--- src/rtl/sar_logic_pkg.sv ---
// -----------------------------------------------------------------------------
// sar_logic_pkg
// Shared types and constants for the SAR ADC controller.
//   state_t      : controller phases (IDLE, SAMPLE, SETTLE, COMPARE, DONE)
//   STATE_W      : width of the state encoding
//   SAMPLE_CNT_W : width of the sample-phase down-counter
// -----------------------------------------------------------------------------
package sar_logic_pkg;

  localparam int STATE_W      = 3;
  localparam int SAMPLE_CNT_W = 4;

  typedef enum logic [STATE_W-1:0] {
    IDLE    = 3'd0,
    SAMPLE  = 3'd1,
    SETTLE  = 3'd2,
    COMPARE = 3'd3,
    DONE    = 3'd4
  } state_t;

endpackage

--- src/rtl/sar_logic_ptr.sv ---
// -----------------------------------------------------------------------------
// sar_logic_ptr
// One-hot bit pointer for the successive-approximation search. It marks the
// bit currently under trial, starting at the MSB and walking toward the LSB.
// Ports:
//   cp      in  clock, rising edge
//   cdn     in  synchronous active-low reset (pointer cleared)
//   load    in  set the pointer to the MSB
//   shift   in  move the pointer one bit toward the LSB
//   ptr     out one-hot pointer
//   at_lsb  out pointer is on the LSB (last trial of the conversion)
// -----------------------------------------------------------------------------
module sar_logic_ptr #(
  parameter int NBITS = 8
) (
  input  logic             cp,
  input  logic             cdn,
  input  logic             load,
  input  logic             shift,
  output logic [NBITS-1:0] ptr,
  output logic             at_lsb
);

  localparam logic [NBITS-1:0] MSB_ONE = {1'b1, {(NBITS-1){1'b0}}};

  always_ff @(posedge cp) begin
    if (!cdn) begin
      ptr <= '0;
    end else if (load) begin
      ptr <= MSB_ONE;
    end else if (shift) begin
      ptr <= ptr >> 1;
    end
  end

  assign at_lsb = ptr[0];

endmodule

--- src/rtl/sar_logic.sv ---
// -----------------------------------------------------------------------------
// sar_logic
// Successive-approximation controller sitting between the comparator and the
// capacitive DAC. A conversion runs SAMPLE (track), then one SETTLE/COMPARE
// pair per bit MSB first, then a single DONE cycle that presents the result.
//
// Ports:
//   cp          in  clock, rising edge
//   cdn         in  synchronous active-low reset
//   start       in  conversion request, honoured in IDLE and DONE only
//   abort       in  drop the running conversion and return to IDLE
//   cmp         in  comparator decision (1 = vin >= vdac), used in COMPARE
//   sample_cfg  in  [3:0] sample length minus one (only with the macro below)
//   sample      out track/hold switch enable
//   cmp_en      out comparator strobe
//   dac_code    out trial code for the DAC
//   busy        out conversion in progress (SAMPLE/SETTLE/COMPARE)
//   done        out one-cycle completion pulse
//   result      out last completed conversion, held until the next done
//
// Build option: define SAR_LOGIC_SAMPLE_CFG_EN to add the sample_cfg port; the
// sample length then becomes sample_cfg+1 cycles, captured when start is
// accepted. Without it the length is the SAMPLE_CYCLES parameter.
// -----------------------------------------------------------------------------
module sar_logic
  import sar_logic_pkg::*;
#(
  parameter int NBITS         = 8,
  parameter int SAMPLE_CYCLES = 2
) (
  input  logic             cp,
  input  logic             cdn,
  input  logic             start,
  input  logic             abort,
  input  logic             cmp,
`ifdef SAR_LOGIC_SAMPLE_CFG_EN
  input  logic [3:0]       sample_cfg,
`endif
  output logic             sample,
  output logic             cmp_en,
  output logic [NBITS-1:0] dac_code,
  output logic             busy,
  output logic             done,
  output logic [NBITS-1:0] result
);

  localparam logic [NBITS-1:0] MSB_ONE = {1'b1, {(NBITS-1){1'b0}}};

  state_t                  state, state_next;
  logic [SAMPLE_CNT_W-1:0] sample_cnt, cnt_next, cnt_load;
  logic [NBITS-1:0]        dac_next, decided, ptr;
  logic                    at_lsb, ptr_load, ptr_shift, result_load;

  // The counter counts down to zero, so it is loaded with length-1.
`ifdef SAR_LOGIC_SAMPLE_CFG_EN
  assign cnt_load = sample_cfg;
`else
  localparam logic [SAMPLE_CNT_W-1:0] SAMPLE_LOAD = SAMPLE_CNT_W'(SAMPLE_CYCLES - 1);
  assign cnt_load = SAMPLE_LOAD;
`endif

  sar_logic_ptr #(.NBITS(NBITS)) u_ptr (
    .cp     (cp),
    .cdn    (cdn),
    .load   (ptr_load),
    .shift  (ptr_shift),
    .ptr    (ptr),
    .at_lsb (at_lsb)
  );

  // Code after this trial's decision: a low comparator means the trial
  // overshot vin, so the pointed bit is dropped.
  assign decided = cmp ? dac_code : (dac_code & ~ptr);

  always_comb begin
    // NOTE: every signal gets a default first so no path leaves one unassigned,
    // which would otherwise infer a latch.
    state_next  = state;
    dac_next    = dac_code;
    cnt_next    = sample_cnt;
    ptr_load    = 1'b0;
    ptr_shift   = 1'b0;
    result_load = 1'b0;

    unique case (state)
      IDLE: begin
        dac_next = '0;
        if (start && !abort) begin
          state_next = SAMPLE;
          cnt_next   = cnt_load;
        end
      end

      SAMPLE: begin
        if (abort) begin
          state_next = IDLE;
          dac_next   = '0;
        end else if (sample_cnt == '0) begin
          state_next = SETTLE;
          dac_next   = MSB_ONE;
          ptr_load   = 1'b1;
        end else begin
          cnt_next = sample_cnt - 1'b1;
        end
      end

      SETTLE: begin
        if (abort) begin
          state_next = IDLE;
          dac_next   = '0;
        end else begin
          state_next = COMPARE;
        end
      end

      COMPARE: begin
        if (abort) begin
          state_next = IDLE;
          dac_next   = '0;
        end else if (!at_lsb) begin
          state_next = SETTLE;
          dac_next   = decided | (ptr >> 1);
          ptr_shift  = 1'b1;
        end else begin
          state_next  = DONE;
          dac_next    = decided;
          result_load = 1'b1;
        end
      end

      DONE: begin
        dac_next = '0;
        if (start && !abort) begin
          state_next = SAMPLE;
          cnt_next   = cnt_load;
        end else begin
          state_next = IDLE;
        end
      end

      default: begin
        state_next = IDLE;
        dac_next   = '0;
      end
    endcase
  end

  // NOTE: registered state uses non-blocking assignments so every flop samples
  // the pre-edge values; reset sits inside the clocked block (synchronous).
  always_ff @(posedge cp) begin
    if (!cdn) begin
      state      <= IDLE;
      dac_code   <= '0;
      result     <= '0;
      sample_cnt <= '0;
    end else begin
      state      <= state_next;
      dac_code   <= dac_next;
      sample_cnt <= cnt_next;
      if (result_load) begin
        result <= dac_next;
      end
    end
  end

  // Control outputs are pure decodes of the state register.
  assign sample = (state == SAMPLE);
  assign cmp_en = (state == COMPARE);
  assign busy   = (state == SAMPLE) || (state == SETTLE) || (state == COMPARE);
  assign done   = (state == DONE);

endmodule

--- config.mk ---
export PLATFORM = sky130hd
export DESIGN_NAME = sar_logic
export DESIGN_NICKNAME = d
export VERILOG_FILES = /design/src/rtl/sar_logic_pkg.sv /design/src/rtl/sar_logic_ptr.sv /design/src/rtl/sar_logic.sv
export SDC_FILE = /design/constraint.sdc
export NUM_CORES = 1
export LEC_CHECK = 0
export ABC_AREA = 1
export BUFFER_PORTS_ARGS = -buffer_cell sky130_fd_sc_hd__buf_2
export CAP_MARGIN = 10
export CORE_MARGIN = 4
export CORE_UTILIZATION = 38
export DETAILED_ROUTE_END_ITERATION = 12
export PLACE_DENSITY = 0.58
export SETUP_SLACK_MARGIN = 0.2
export SLEW_MARGIN = 20
export SYNTH_ARGS = -nofsm -noshare
export SYNTH_HDL_FRONTEND = slang
export SYNTH_SLANG_ARGS = --single-unit
--- constraint.sdc ---
create_clock -name cp -period 4 [get_ports cp]
set_clock_uncertainty 0.1 [all_clocks]
set_input_delay 0.8 -clock cp [delete_from_list [all_inputs] [get_ports cp]]
set_output_delay 0.8 -clock cp [all_outputs]
set_load 0.01 [all_outputs]
==> flow_summary.rst <==
.. list-table::
   :header-rows: 1

   * - Metric
     - Value
   * - Aggregate routed wire length
     - 3160 um
   * - Commonest non-fill, non-tap cells in the layout
     - 47 x sky130_fd_sc_hd__nand2_1, 34 x sky130_fd_sc_hd__nor2_1, 31 x sky130_fd_sc_hd__dfxtp_1, 24 x sky130_fd_sc_hd__buf_2, 22 x sky130_fd_sc_hd__inv_1
   * - Initial standard-cell utilization of the core
     - 39.1%
   * - Max IR drop VDD
     - 200 uV
   * - Maximum number of pins on one net before global-route repair
     - 19
   * - Wire length of the first global-routing pass
     - 5540 um
   * - Crit start category
     - flip-flop
   * - Last weighted congestion value of the routability-driven placer
     - 0.891
   * - Total nets after synthesis
     - 209
   * - Compound-Gate Fraction of Synth Area
     - 13.5%
   * - Largest family of logic cells by synthesized area
     - simple AND/OR/NAND/NOR gates
   * - Count of clock tree sinks
     - 31
   * - Worst-margin pin slew
     - 677 ps
   * - Via count
     - 1,301
   * - MaxCap Viol Count
     - 0
   * - Synthesized-area fraction occupied by adder cells
     - 0.874%
   * - Port buffer count
     - 24
   * - Seq/Total Area, Yosys
     - 43.4%
   * - Leading cell type in the layout, fill and taps excluded
     - sky130_fd_sc_hd__nand2_1
   * - Arrival time worst endpoint
     - 1340 ps
   * - Area enclosed by the die boundary
     - 4810 um^2
   * - Area Growth Syn to Fin
     - 17.7%
   * - Mapped Cells
     - 203
   * - Die width
     - 69.4 um
   * - Vias in the first global route
     - 1,217
   * - Antenna violation net count after detailed routing
     - 0
   * - Setup crit end kind
     - output pin
   * - Power after layout
     - 0.000627 W
   * - TritonCTS clock tree
     - done
   * - Distinct cells, synth
     - 25
   * - Flops & latches, synth
     - 31
   * - Number of standard cells in the layout, taps in and fillers out
     - 280
   * - Final Hold Vio Count
     - 0
   * - Initial DRC count
     - 39
   * - Final setup vio count
     - 0
   * - Leakage power of the design
     - 0.826 nW
   * - Area fraction in and, or, nand and nor cells after synthesis
     - 33.4%
   * - Mean post-synth cell area
     - 7.05 um^2
   * - Number of warnings printed during yosys synthesis
     - 0
   * - Die height
     - 69.4 um
   * - Number of pins with negative max-slew slack in the final report
     - 0
   * - Run status
     - complete, no violations
   * - Source-to-sink clock delay at the later pin of the worst-skew pair
     - 280 ps
   * - Routed via count divided by cell count
     - 4.65
   * - Final worst path period share
     - 56.0%
   * - Area share of the largest cell type after synthesis
     - 43.4%
   * - Placeable core area
     - 3660 um^2
   * - Largest cells by area after synthesis
     - sky130_fd_sc_hd__dfxtp_1 43%, sky130_fd_sc_hd__nand2_1 12%, sky130_fd_sc_hd__nor2_1 8.9%, sky130_fd_sc_hd__inv_1 5.8%, sky130_fd_sc_hd__o21ai_0 5.2%
   * - Clock period minus worst slack
     - 2240 ps
   * - Routed wirelength normalized by instance count
     - 11.3 um
   * - Share of cells above drive strength 1
     - 19.8%
   * - DP Wirelength
     - 2340 um
   * - Post-Synthesis Cell Area
     - 1430 um^2
   * - Overflow left after global routing
     - 0
   * - All-Layer GR Usage
     - 14.2%
   * - Number of cell rows
     - 22
   * - CTS H-Tree Depth
     - 2
   * - Unrepaired setup endpoints after global routing
     - false
   * - First-pass detailed-route iteration total
     - 4
   * - # resized after CTS
     - 0
   * - Number of hold buffers added after CTS
     - 0
   * - Placed instance count
     - 272
   * - Area leader, netlist
     - sky130_fd_sc_hd__dfxtp_1
   * - Drt drc
     - 0
   * - Critical path start-end classification
     - reg2out
   * - Antenna Diode Count
     - 0
   * - Buffers from clock root to sink, at most
     - 2
   * - Clock edge transition at the registers on the reported setup and hold paths
     - 70 ps
   * - Cell chosen for the clock root
     - sky130_fd_sc_hd__clkbuf_8
   * - Setup bufs post-CTS
     - 0
   * - Number of buffers added by the clock tree synthesis step
     - 5
   * - Top fanout value on the critical path
     - 5
   * - Class of the worst hold path
     - reg2reg
   * - Xor/xnor share of the synthesized area
     - 0%
   * - Number of placed I/O pins
     - 25
   * - Required time reported for the critical path endpoint
     - 3100 ps
   * - Portion of netlist area occupied by mux cells
     - 0%
   * - Ratio of total power to cell area
     - 372 nW/um^2
   * - Worst slew slack as a fraction of its limit
     - 54.7%
   * - Net count of the finished layout
     - 237
   * - Max Freq
     - 0.447 GHz
   * - Number of antenna violations at the first check in global routing
     - 0
   * - Setup total negative slack
     - 0 ps
==> flip-flops by register name, indices dropped and copies added (netlist names) <==
name	cells
state	3
sample_cnt	4
u_ptr.ptr	8
dac_code	8
result	8
==> cells in the mapped netlist <==
master and n:
sky130_fd_sc_hd__dfxtp_1 31, sky130_fd_sc_hd__buf_6 2, sky130_fd_sc_hd__o21ai_1 3, sky130_fd_sc_hd__o21ai_2 2, sky130_fd_sc_hd__nand2_1 47, sky130_fd_sc_hd__a31oi_1 1
sky130_fd_sc_hd__inv_2 4, sky130_fd_sc_hd__inv_1 22, sky130_fd_sc_hd__o21a_1 1, sky130_fd_sc_hd__nand2_4 1, sky130_fd_sc_hd__o21ai_0 15, sky130_fd_sc_hd__nor3_1 2
sky130_fd_sc_hd__nor3_4 1, sky130_fd_sc_hd__a21oi_2 1, sky130_fd_sc_hd__nand4_1 2, sky130_fd_sc_hd__ha_1 1, sky130_fd_sc_hd__nand3_1 13, sky130_fd_sc_hd__nor2_4 2
sky130_fd_sc_hd__clkinv_1 1, sky130_fd_sc_hd__o21bai_1 1, sky130_fd_sc_hd__a21oi_1 11, sky130_fd_sc_hd__nand2_2 3, sky130_fd_sc_hd__nor2_1 34, sky130_fd_sc_hd__clkbuf_1 1
sky130_fd_sc_hd__nand3_4 1
==> through the flow <==
| step | area, um^2 | hold WS, ps | util, % | setup slack, ps |
|---|---|---|---|---|
| after floorplan | 1430 | 339 | - | 2290 |
| after global placement | 1590 | 357 | 43.3 | 1920 |
| after detailed placement | 1590 | 355 | 43.3 | 1890 |
| after CTS | 1690 | 365 | 46.0 | 1740 |
| after global routing | 1690 | 399 | 46.0 | 1650 |
| final | 1690 | 361 | 46.0 | 1760 |
==> worst max-delay path, stage by stage (launching register included) <==
cell                      delay (ps)
sky130_fd_sc_hd__dfxtp_1         370
sky130_fd_sc_hd__nor2_1          340
sky130_fd_sc_hd__inv_1           100
sky130_fd_sc_hd__nand2_1          70
sky130_fd_sc_hd__inv_1            50
sky130_fd_sc_hd__buf_2           130
==> metal layers <==
metal  track usage (%)  vias to the layer above  share of wire, %
met4              5.86                        0               1.8
met5                 0                        -                 0
met1              19.0                      577                52
li1                  -                      701                 -
met3              4.06                        7               4.0
met2              21.4                       16                42
==> worst paths after layout <==
path	from	endpoint	slack (ps)	cells after the start
setup / recovery	state[0]	busy	1760	5
hold / removal	u_ptr.ptr[1]	u_ptr.ptr[0]	360	2
setup reg to reg	u_ptr.ptr[0]	result[3]	2280	5
hold reg to reg	u_ptr.ptr[1]	u_ptr.ptr[0]	360	2
==> cell families (layout without fill, tap and decap cells) <==
kind of cell    after synthesis  after routing
fa+ha+maj                     1              1
compound gates               35             35
flops                        31             31
simple gates                106            106
buf+inv                      30             59
==> final cells by class <==
cell class / instances / area, um^2
Sequential cell: 31 / 621
Clock buffer: 8 / 100
Inverter: 27 / 101
Timing Repair Buffer: 24 / 120
Fill cell: 369 / 1980
Multi-Input combinational cell: 142 / 683
Tap cell: 48 / 60.1
==> power by group <==
group	internal, W	total [W]	switching (W)
Sequential	0.000313	0.000317	0.00000421
Clock	0.000157	0.000271	0.000115
Combinational	0.0000123	0.0000385	0.0000263
Note: power is estimated with default switching activity, not from simulation.
